## src/rtl/max_pcx_deser_if.sv

```systemverilog
// FSL-side input and PCX-side output bundle for max_pcx_deser.
// MAX_PCX_ERRCNT_EN adds the 8-bit error-count output.
interface max_pcx_deser_if #(
  parameter int PCX_WIDTH = 124
);
  logic                 fsl_pcx_s_exists;
  logic                 fsl_pcx_s_control;
  logic [31:0]          fsl_pcx_s_data;
  logic                 pcx_fsl_s_read;
  logic                 max_pcx_valid;
  logic [PCX_WIDTH-1:0] max_pcx_data;
  logic [4:0]           max_pcx_req;
  logic                 max_pcx_atom;
  logic                 max_pcx_stall;
`ifdef MAX_PCX_ERRCNT_EN
  logic [7:0]           max_pcx_err_cnt;

  modport master (
    output fsl_pcx_s_exists, fsl_pcx_s_control,
    output fsl_pcx_s_data, max_pcx_stall,
    input  pcx_fsl_s_read, max_pcx_valid,
    input  max_pcx_data, max_pcx_req,
    input  max_pcx_atom, max_pcx_err_cnt
  );
  modport slave (
    input  fsl_pcx_s_exists, fsl_pcx_s_control,
    input  fsl_pcx_s_data, max_pcx_stall,
    output pcx_fsl_s_read, max_pcx_valid,
    output max_pcx_data, max_pcx_req,
    output max_pcx_atom, max_pcx_err_cnt
  );
`else
  modport master (
    output fsl_pcx_s_exists, fsl_pcx_s_control,
    output fsl_pcx_s_data, max_pcx_stall,
    input  pcx_fsl_s_read, max_pcx_valid,
    input  max_pcx_data, max_pcx_req,
    input  max_pcx_atom
  );
  modport slave (
    input  fsl_pcx_s_exists, fsl_pcx_s_control,
    input  fsl_pcx_s_data, max_pcx_stall,
    output pcx_fsl_s_read, max_pcx_valid,
    output max_pcx_data, max_pcx_req,
    output max_pcx_atom
  );
`endif
endinterface

```

## src/rtl/max_pcx_deser.sv

```systemverilog
// Deserialises 5-word FSL packets (header + 4 payload) into one PCX packet.
// Define MAX_PCX_ERRCNT_EN to add a saturating orphan/truncation error counter.
module max_pcx_deser #(
  parameter int MAX_D_WIDTH = 32,
  parameter int PCX_WIDTH   = 124
) (
  input  logic            gclk,
  input  logic            reset_l,
  max_pcx_deser_if.slave  bus
);
  localparam int W0W = PCX_WIDTH - 3 * MAX_D_WIDTH;

  typedef enum logic [1:0] {
    IDLE,
    COLLECT,
    HOLD
  } state_t;

  state_t                 r_state;
  state_t                 w_next;
  logic [1:0]             r_cnt;
  logic [4:0]             r_hreq;
  logic                   r_hatom;
  logic [W0W-1:0]         r_w0;
  logic [MAX_D_WIDTH-1:0] r_w1;
  logic [MAX_D_WIDTH-1:0] r_w2;
  logic [PCX_WIDTH-1:0]   r_data;
  logic [4:0]             r_req;
  logic                   r_atom;
  logic                   w_rd;
  logic                   w_hdr;
  logic                   w_store;
  logic                   w_done;
  logic                   w_err;
  logic [MAX_D_WIDTH-1:0] w_word;

  assign w_word = bus.fsl_pcx_s_data;
  assign w_rd = reset_l & bus.fsl_pcx_s_exists
              & (r_state != HOLD);

  assign bus.pcx_fsl_s_read = w_rd;
  assign bus.max_pcx_valid  = (r_state == HOLD);
  assign bus.max_pcx_data   = r_data;
  assign bus.max_pcx_req    = r_req;
  assign bus.max_pcx_atom   = r_atom;

  always_comb begin
    w_next  = r_state;
    w_hdr   = 1'b0;
    w_store = 1'b0;
    w_done  = 1'b0;
    w_err   = 1'b0;
    unique case (r_state)
      IDLE: begin
        if (w_rd) begin
          if (bus.fsl_pcx_s_control) begin
            w_hdr  = 1'b1;
            w_next = COLLECT;
          end else begin
            w_err = 1'b1;
          end
        end
      end
      COLLECT: begin
        if (w_rd) begin
          if (bus.fsl_pcx_s_control) begin
            w_hdr = 1'b1;
            w_err = 1'b1;
          end else begin
            w_store = 1'b1;
            if (r_cnt == 2'd3) begin
              w_done = 1'b1;
              w_next = HOLD;
            end
          end
        end
      end
      HOLD: begin
        if (!bus.max_pcx_stall) begin
          w_next = IDLE;
        end
      end
      default: w_next = IDLE;
    endcase
  end

  // Payload is staged in shadow words so the outputs move only on completion
  always_ff @(posedge gclk) begin
    if (!reset_l) begin
      r_state <= IDLE;
      r_cnt   <= '0;
      r_hreq  <= '0;
      r_hatom <= 1'b0;
      r_w0    <= '0;
      r_w1    <= '0;
      r_w2    <= '0;
      r_data  <= '0;
      r_req   <= '0;
      r_atom  <= 1'b0;
    end else begin
      r_state <= w_next;
      if (w_hdr) begin
        r_hreq  <= w_word[4:0];
        r_hatom <= w_word[5];
        r_cnt   <= '0;
      end else if (w_store) begin
        r_cnt <= r_cnt + 2'd1;
      end
      if (w_store && r_cnt == 2'd0) r_w0 <= w_word[W0W-1:0];
      if (w_store && r_cnt == 2'd1) r_w1 <= w_word;
      if (w_store && r_cnt == 2'd2) r_w2 <= w_word;
      if (w_done) begin
        r_data <= {r_w0, r_w1, r_w2, w_word};
        r_req  <= r_hreq;
        r_atom <= r_hatom;
      end
    end
  end

`ifdef MAX_PCX_ERRCNT_EN
  logic [7:0] r_err_cnt;

  always_ff @(posedge gclk) begin
    if (!reset_l) begin
      r_err_cnt <= '0;
    end else if (w_err && r_err_cnt != 8'hFF) begin
      r_err_cnt <= r_err_cnt + 8'd1;
    end
  end

  assign bus.max_pcx_err_cnt = r_err_cnt;
`endif
endmodule

```

## src/flat_wrapper.sv

```systemverilog
// flat-port wrapper written by rule: the top's interface ports become plain ports
module max_pcx_deser_flat 
#(
  parameter int MAX_D_WIDTH = 32,
  parameter int PCX_WIDTH   = 124
)
  (gclk, reset_l, bus_fsl_pcx_s_exists, bus_fsl_pcx_s_control, bus_fsl_pcx_s_data, bus_max_pcx_stall, bus_pcx_fsl_s_read, bus_max_pcx_valid, bus_max_pcx_data, bus_max_pcx_req, bus_max_pcx_atom);
  max_pcx_deser_if #(.PCX_WIDTH(PCX_WIDTH)) bus_i ();
  input  logic gclk;
  input  logic reset_l;
  input wire logic [$bits(bus_i.fsl_pcx_s_exists)-1:0] bus_fsl_pcx_s_exists;
  input wire logic [$bits(bus_i.fsl_pcx_s_control)-1:0] bus_fsl_pcx_s_control;
  input wire logic [$bits(bus_i.fsl_pcx_s_data)-1:0] bus_fsl_pcx_s_data;
  input wire logic [$bits(bus_i.max_pcx_stall)-1:0] bus_max_pcx_stall;
  output wire logic [$bits(bus_i.pcx_fsl_s_read)-1:0] bus_pcx_fsl_s_read;
  output wire logic [$bits(bus_i.max_pcx_valid)-1:0] bus_max_pcx_valid;
  output wire logic [$bits(bus_i.max_pcx_data)-1:0] bus_max_pcx_data;
  output wire logic [$bits(bus_i.max_pcx_req)-1:0] bus_max_pcx_req;
  output wire logic [$bits(bus_i.max_pcx_atom)-1:0] bus_max_pcx_atom;
  assign bus_i.fsl_pcx_s_exists = bus_fsl_pcx_s_exists;
  assign bus_i.fsl_pcx_s_control = bus_fsl_pcx_s_control;
  assign bus_i.fsl_pcx_s_data = bus_fsl_pcx_s_data;
  assign bus_i.max_pcx_stall = bus_max_pcx_stall;
  assign bus_pcx_fsl_s_read = bus_i.pcx_fsl_s_read;
  assign bus_max_pcx_valid = bus_i.max_pcx_valid;
  assign bus_max_pcx_data = bus_i.max_pcx_data;
  assign bus_max_pcx_req = bus_i.max_pcx_req;
  assign bus_max_pcx_atom = bus_i.max_pcx_atom;
  max_pcx_deser #(.MAX_D_WIDTH(MAX_D_WIDTH), .PCX_WIDTH(PCX_WIDTH)) u_core (.gclk(gclk), .reset_l(reset_l), .bus(bus_i));
endmodule
```

## config.mk

```make
export PLATFORM = sky130hd
export DESIGN_NAME = max_pcx_deser_flat
export DESIGN_NICKNAME = d
export VERILOG_FILES = /design/src/rtl/max_pcx_deser_if.sv /design/src/rtl/max_pcx_deser.sv /design/src/flat_wrapper.sv
export SDC_FILE = /design/constraint.sdc
export NUM_CORES = 1
export LEC_CHECK = 0
export CORE_UTILIZATION = 50
export DETAILED_ROUTE_END_ITERATION = 16
export GPL_ROUTABILITY_DRIVEN = 0
export PLACE_DENSITY = 0.74
export SYNTH_ARGS = -nofsm -noshare
export SYNTH_HDL_FRONTEND = slang
export SYNTH_SLANG_ARGS = --single-unit
```

## constraint.sdc

```tcl
create_clock -name gclk -period 2.5 [get_ports gclk]
set_clock_uncertainty 0.05 [all_clocks]
set_input_delay 0.75 -clock gclk [delete_from_list [all_inputs] [get_ports gclk]]
set_output_delay 0.75 -clock gclk [all_outputs]
set_load 0.005 [all_outputs]
```

==> flow_summary.json <==
{
  "clock_path_buffers": 3,
  "wirelength_um": 18100,
  "grt_max_degree": 96,
  "fin_nets": 1009,
  "drt_first_pass_iters": 4,
  "yosysWarnings": 0,
  "post_cts_buffers": 0,
  "hpwl_um": 11600,
  "placeableCoreArea_um2": 16100,
  "die_x_um": 131,
  "hold_path.class": "reg2reg",
  "synth.distinct_cells": 24,
  "crit_type": "reg2out",
  "antenna-diode-count": 0,
  "clk_latency_ns": 0.49,
  "gr-usage-all-layers_pct": 20.8,
  "io_pins": 169,
  "swShare_pct": 20.5,
  "dieArea_um2": 17300,
  "rows": 46,
  "die_y_um": 131,
  "period_share_pct": 96.2,
  "cts_tree": "yes",
  "grt.overflow.total": 0,
  "setup_viol": 0,
  "path_max_fanout": 4,
  "end_kind": "output pin",
  "fill_cells": 1296,
  "netlist_instances": 810,
  "fin_util_pct": 68.7,
  "avgRoutedWirePerCell_um": 15.1,
  "start_util_pct": 52.0,
  "ir_drop_v": 0.000412,
  "combPwrFrac_pct": 3.1,
  "cts_hold_buffers": 0,
  "slew_viol_final": 0,
  "grt_pass1_vias": 5587,
  "seq_area_frac_synth_pct": 55.4,
  "clkTransAtPathRegs_ns": 0.06,
  "drc_errors": 0,
  "grt_pass1_wl_um": 29400,
  "seq_area_um2": 4640,
  "multi_input_area_um2": 3470,
  "pwr-share-seq_pct": 51.6,
  "p_switching_uw": 1470,
  "cp_data_arrival_time_ns": 1.60,
  "drv_cap": 0,
  "ctsHtreeMaxLevel": 1,
  "p_leak_uw": 0.00474,
  "syn2layout_area_growth_pct": 32.1,
  "tightestPinTransition_ns": 0.516,
  "vias": 5872,
  "numCtsBuffers": 23,
  "clock-root-buffer": "clkbuf_16",
  "maxSlewHeadroom_pct": 65.6,
  "max_freq_mhz": 416,
  "setup_tns_ns": 0,
  "finalCriticalPeriod_ns": 2.40,
  "ant_nets": 0,
  "critical_path.startpoint_type": "register",
  "grt_antenna_before_repair": 0,
  "synth_fp_nets": 851,
  "portBuffers": 168,
  "viasPerCell": 4.89,
  "layout-drive-gt1-share_pct": 6.61,
  "worstPathRequired_ns": 1.70,
  "syn_area_um2": 8380,
  "ys_seq_elements": 232,
  "drt_iter0_drc": 308,
  "avgSynthCellArea_um2": 10.3,
  "cts.sink_count": 232,
  "p_int_uw": 5720,
  "cellPowerDensity_nw_per_um2": 650,
  "final_hold_viol_count": 0,
  "p_clk_share_pct": 45.3,
  "rsz0062_at_grt": "false",
  "status": "finished clean"
}
metal layers:
metal / track usage, % / vias up / routed length [um]
met4: 5.10 / 0 / 208
li1: - / 2998 / -
met3: 4.48 / 19 / 954
met5: 0 / - / 0
met1: 28.4 / 2730 / 8600
met2: 33.4 / 125 / 8320
cell type report:
| type | count | area share (%) |
|---|---|---|
| flip-flops and latches | 232 | 42.0 |
| inverters | 5 | 0.170 |
| clock buffers | 35 | 6.33 |
| well taps | 216 | 2.44 |
| clock inverters | 6 | 0.271 |
| repair buffers | 188 | 17.4 |
| multi-input cells | 518 | 31.4 |
cells in the mapped netlist:
master	count	area share, %
nand2b_1	1	0.075
a22oi_1	1	0.090
nor4_2	2	0.30
buf_2	13	0.78
nor3b_1	1	0.090
nand3b_1	1	0.090
buf_6	3	0.40
nor2b_1	1	0.075
a21boi_1	1	0.090
nand2_1	270	12
inv_1	5	0.22
buf_1	1	0.045
mux2i_1	223	27
dfxtp_1	232	55
nor4b_1	1	0.10
buf_4	7	0.63
ha_1	4	0.60
clkbuf_1	31	1.4
o21ai_0	6	0.36
nor3_1	1	0.060
nor2_1	2	0.090
mux2_2	1	0.13
or4_1	1	0.090
and4b_1	1	0.12
sequential cells by signal, indices dropped and copies added, names as in the netlist, 2 cells and up:
| register | cells |
|---|---|
| u_core.bus.max_pcx_data | 124 |
| u_core.bus.max_pcx_req | 5 |
| u_core.r_cnt | 2 |
| u_core.r_hreq | 5 |
| u_core.r_state | 2 |
| u_core.r_w0 | 28 |
| u_core.r_w1 | 32 |
| u_core.r_w2 | 32 |
cells in the final DEF (no fill, tap or decap), drive strengths merged:
cell	n
or4	1
inv	5
nor4b	1
nor3b	1
nand2b	1
clkdlybuf4s50	166
clkbuf	37
ha	4
nand3b	1
o21ai	6
mux2i	223
mux2	1
nand2	270
nor2b	1
a22oi	1
nor3	1
clkinv	6
and4b	1
dfxtp	232
nor4	2
buf	20
nor2	2
a21boi	1
repair_timing:
action / in CTS / in global routing
setup endpoints to repair: 1 / 2
resized for setup: 1 / 3
pin swaps: 0 / 1
endpoints found under the hold margin: 0 / 0
power groups by stage:
stage,logic (uW),registers [uW],clock network [uW]
global placement,225,3790,0
CTS,225,3710,3340
floorplan,110,3790,0
global route,244,3710,3500
finish,223,3710,3260
detailed placement,224,3800,0
kinds of logic (layout without fill, tap and decap cells):
logic type | Yosys count | after routing | synth area share (%)
AOI/OAI and AO/OA | 8 | 8 | 0.538
buffers and inverters | 60 | 234 | 3.46
muxes | 224 | 224 | 26.8
DFF | 232 | 232 | 55.4
and+or+nand+nor | 282 | 282 | 13.2
adders and majority gates | 4 | 4 | 0.597
final timing paths:
path,slack [ns],to,start,cells after the start
max reg2reg,0.66,u_core.bus.max_pcx_data[106],u_core.r_cnt[0],5
min,0.41,u_core.bus.max_pcx_data[83],u_core.bus.max_pcx_data[83],2
min reg2reg,0.41,u_core.bus.max_pcx_data[83],u_core.bus.max_pcx_data[83],2
max,0.1,bus_max_pcx_valid,u_core.r_state[1],2
worst max-delay path, stage by stage (launching register included):
cell and delay, ns:
dfxtp_1 0.37, nor2b_2 0.21, clkdlybuf4s50_1 0.53
per-stage QoR:
stage / instances / area [um2] / worst slack, ns / total power [uW] / hold slack, ns
finish: 1200 / 11100 / 0.0956 / 7190 / 0.407
global route: 1200 / 11100 / 0.0271 / 7460 / 0.426
CTS: 1200 / 11100 / 0.0217 / 7280 / 0.409
detailed placement: 1159 / 10300 / -0.233 / 4020 / 0.399
global placement: 1159 / 10300 / -0.179 / 4020 / 0.387
floorplan: 810 / 8380 / 0.320 / 3900 / 0.370
No activity file was read; power rests on OpenSTA's default activity.
